==> config.mk <==
export PLATFORM = sky130hd
export DESIGN_NAME = lamp_pwm_driver
export DESIGN_NICKNAME = d
export VERILOG_FILES = /design/src/rtl/lamp_pwm_driver.sv
export SDC_FILE = /design/constraint.sdc
export NUM_CORES = 1
export LEC_CHECK = 0
export ABC_AREA = 0
export CORE_UTILIZATION = 40
export CTS_CLUSTER_SIZE = 10
export DETAILED_ROUTE_END_ITERATION = 10
export PLACE_DENSITY = 0.66
export SLEW_MARGIN = 40
export SYNTH_ARGS = -nofsm -noshare
export SYNTH_HDL_FRONTEND = slang
export SYNTH_SLANG_ARGS = --single-unit
==> constraint.sdc <==
create_clock -name dimclk -period 1.7 [get_ports dimclk]
set_clock_uncertainty 0.15 [all_clocks]
set_input_delay 0.34 -clock dimclk [delete_from_list [all_inputs] [get_ports dimclk]]
set_output_delay 0.34 -clock dimclk [all_outputs]
set_load 0.01 [all_outputs]
==> src/rtl/lamp_pwm_driver.sv <==
// Lamp PWM driver: synchronizes pattern/running-light inputs and drives 6 lamps
// with period-aligned PWM. Optional level fade selected by macro LAMP_FADE_EN.
module lamp_pwm_driver #(
  parameter int unsigned PWM_BITS  = 4,
  parameter int unsigned DIM_DUTY  = 4,
  parameter int unsigned FADE_STEP = 1
) (
  input  logic       dimclk,
  input  logic       rst,
  input  logic [5:0] pat,
  input  logic       rlight,
  output logic [5:0] display,
  output logic       pwm_wrap
);

  localparam int unsigned LW   = PWM_BITS + 1;
  localparam int unsigned FULL = 2 ** PWM_BITS;
  localparam logic [LW-1:0] LV_FULL = LW'(FULL);
  localparam logic [LW-1:0] LV_DIM  = LW'(DIM_DUTY);
  localparam logic [LW-1:0] LV_STEP = LW'(FADE_STEP);

  logic [5:0]          pat_m, pat_s;
  logic                rlight_m, rlight_s;
  logic [PWM_BITS-1:0] cnt;
  logic                cnt_last;
  logic [LW-1:0]       level     [6];
  logic [LW-1:0]       level_nxt [6];
  logic [LW-1:0]       tgt       [6];

  assign cnt_last = (cnt == '1);

  always_comb begin
    for (int unsigned i = 0; i < 6; i++) begin
      tgt[i]       = '0;
      level_nxt[i] = level[i];
      if (pat_s[i])
        tgt[i] = LV_FULL;
      else if (rlight_s)
        tgt[i] = LV_DIM;
`ifdef LAMP_FADE_EN
      // Only downward moves fade; any rise (incl. a new pattern bit) loads at once.
      if (level[i] > tgt[i])
        level_nxt[i] = ((level[i] - tgt[i]) > LV_STEP) ? (level[i] - LV_STEP) : tgt[i];
      else
        level_nxt[i] = tgt[i];
`else
      level_nxt[i] = tgt[i];
`endif
    end
  end

  always_ff @(posedge dimclk) begin
    if (rst) begin
      pat_m    <= '0;
      pat_s    <= '0;
      rlight_m <= 1'b0;
      rlight_s <= 1'b0;
      cnt      <= '0;
      pwm_wrap <= 1'b0;
      display  <= '0;
      for (int unsigned i = 0; i < 6; i++)
        level[i] <= '0;
    end else begin
      pat_m    <= pat;
      pat_s    <= pat_m;
      rlight_m <= rlight;
      rlight_s <= rlight_m;
      cnt      <= cnt + 1'b1;
      pwm_wrap <= cnt_last;
      for (int unsigned i = 0; i < 6; i++) begin
        display[i] <= ({1'b0, cnt} < level[i]);
        if (cnt_last)
          level[i] <= level_nxt[i];
      end
    end
  end

endmodule

==> qor.tcl <==
set qor(outcome) {complete, but fails checks}
set qor(violations) {DRC}
set qor(setup-tns-final_ns) 0
set qor(largest_net_degree_at_the_start_of_global_routing) 15
set qor(fp.dieH_um) 57.76
set qor(gr-usage-all-layers_pct) 11.33
set qor(cts_tree) {built}
set qor(grt_pass1_wl_um) 2656
set qor(ios) 16
set qor(layout.filler_cells) 244
set qor(final.period_utilization_pct) 83.57
set qor(first_global_vias) 656
set qor(grt_antenna_before_repair) 0
set qor(critPathMaxFanout) 12
set qor(routabilityCongestion) 0.6795
set qor(ir_drop_mv) 0.5163
set qor(synth_seq_area_share_pct) 69.22
set qor(dp_hpwl_um) 1095
set qor(critical_path_required_ns) 1.60
set qor(root_buffer) {clkbuf_4}
set qor(detail_route.iter0.violations) 12
set qor(worst_slack_ns) 0.2793
set qor(post_synth_num_cell_types) 18
set qor(grt_overflow) 0
set qor(fin_nets) 130
set qor(num_antenna_cells) 0
set qor(max-clock-path-buffers) 2
set qor(hold_viol) 0
set qor(fp-row-count) 19
set qor(core_area_mm2) 0.002853
set qor(clock_insertion_delay_worst_skew_ns) 0.33
set qor(design_power_total_mw) 1.477
set qor(cp_cell_instances) {ha_1 -> a31o_1 -> buf_12}
set qor(ant_nets) 0
set qor(maxSlewViolCount) 0
set qor(crit_type) {register to register}
set qor(routedWlPerCell_um) 9.921
set qor(worst_pin_slew_ns) 0.3674
set qor(ctsHoldBuffers) 0
set qor(timing.final.setup_violations) 0
set qor(holdWs_ns) 0.2957
set qor(post-route-cell-area_mm2) 0.001523
set qor(most-common-layout-cells) {dfxtp_1, nor2b_1, edfxtp_1}
set qor(initial_cell_density_of_the_core_pct) 43.60
set qor(netlist_instances) 97
set qor(endpoint_kind) {register}
set qor(slew-limit-headroom_pct) 75.47
set qor(die-width_um) 57.76
set qor(synth_area_per_cell_um2) 12.82
set qor(cts_setup_buffers) 0
set qor(syn_nets) 107
set qor(placed_cells) 144
set qor(post_synth_instance_area_mm2) 0.001244
set qor(finish.utilization_pct) 53.38
set qor(wirelength_um) 1508
set qor(die_area_mm2) 0.003336
set qor(via_count) 702
set qor(tritoncts_num_sinks) 37
set qor(port_bufs) 15
set qor(clkTransAtPathRegs_ns) 0.10
set qor(layoutNonFillerInstCount) 152
set qor(drt_drc_violations_left) 1
set qor(h-tree-depth) 2
set qor(routed_via_density) 4.618
set qor(place_worst_setup_slack_ns) 0.02790
set qor(cpMaxStageDelayCell) {dfxtp_1}
set qor(cp_slowest_stage_delay_ns) 0.36
set qor(power.leakage_nw) 0.7202
set qor(drt_pass_1_iters) 9
set qor(postPlaceCellArea_mm2) 0.001454
set qor(fmaxAchievable_mhz) 703.9
set qor(max_cap_violations) 0
set qor(cts_buffers) 5
set qor(ys_warn_count) 0
set qor(area_delta_synth_final_pct) 22.43
set qor(p_per_area_mw_per_mm2) 969.9
set qor(synth_seq_cells) 37
set qor(rsz_0062_raised_after_global_routing) {false}
set qor(final_common_cell) {dfxtp_1}
set qor(timing.critical_path.from_type) {register}
set qor(cp.arrival_ns) 1.32
set qor(min_period_ns) 1.421
set qor(min_path_type) {register to register}
set qor(drive_gt1_share_pct) 11.57
## state kept, by name, indices dropped and copies added, names as in the netlist
| register | count |
|---|---|
| pat_m | 6 |
| cnt | 4 |
| pwm_wrap | 1 |
| rlight_m | 1 |
| display | 6 |
| rlight_s | 1 |
| pat_s | 6 |
| level | 12 |
## where the power goes
group / switching [mW] / total, mW / internal (mW)
registers: 0.0145 / 0.963 / 0.949
logic: 0.0374 / 0.0955 / 0.0581
clock network: 0.260 / 0.418 / 0.157
## worst paths after layout
| path | start | end | slack, ns | cells after the start |
|---|---|---|---|---|
| hold reg to reg | pat_m[5] | pat_s[5] | 0.30 | 1 |
| setup reg to reg | cnt[0] | level[0][4] | 0.28 | 3 |
| setup / recovery | cnt[0] | level[0][4] | 0.28 | 3 |
| hold / removal | pat_m[5] | pat_s[5] | 0.30 | 1 |
## per-layer routing
layer,vias up,GRT usage (%),routed length [µm]
li1,364,-,-
met1,313,10.80,600
met2,20,18.60,770
met3,5,7.366,98
met4,0,6.122,38
met5,-,0,0
## worst max-delay path, delay by kind of cell, from the launching register on
kind	cells	cell delay, ns
AO/OA/AOI/OAI	1	0.22
buffers and inverters	1	0.15
adder cells (fa/ha/maj)	1	0.26
flip-flops	1	0.36
## layout make-up
type,count,area (µm²),area share (%)
clock buffer,6,41.29,2.712
clock inverter,2,10.01,0.6574
inverter,8,30.03,1.972
multi-input combinational,49,331.6,21.77
sequential,37,860.8,56.53
tap,31,38.79,2.547
timing repair buffer,19,210.2,13.80
## repair_timing
action,CTS,global route
endpoints found under the setup margin,0,7
endpoints found under the hold margin,0,0
resized for setup,0,7
## synthesized netlist by cell type
cell type	n	area share, %
ha_1	1	1.0
a31o_1	1	0.70
inv_2	1	0.30
a21oi_1	6	2.4
buf_2	2	0.80
inv_1	7	2.1
mux2_2	1	0.91
nor3_1	6	2.4
xnor2_1	1	0.70
nand4b_4	1	1.9
buf_6	1	0.91
edfxtp_1	12	29
or3b_1	6	4.2
nand3_1	1	0.40
nor2b_1	16	8.0
and2_1	6	3.0
dfxtp_1	25	40
nor2_1	3	0.91
## cells by family (layout without fill, tap and decap cells)
| group | Yosys count | in the layout | synth area share (%) |
|---|---|---|---|
| AOI/OAI and AO/OA | 7 | 7 | 3.119 |
| xor gates and xnor gates | 1 | 1 | 0.7044 |
| adders and majority gates | 1 | 1 | 1.006 |
| buffers and inverters | 11 | 35 | 4.125 |
| DFF | 37 | 37 | 69.22 |
| muxes | 1 | 1 | 0.9054 |
| and+or+nand+nor | 39 | 39 | 20.93 |
No activity file was read; power rests on OpenSTA's default activity.
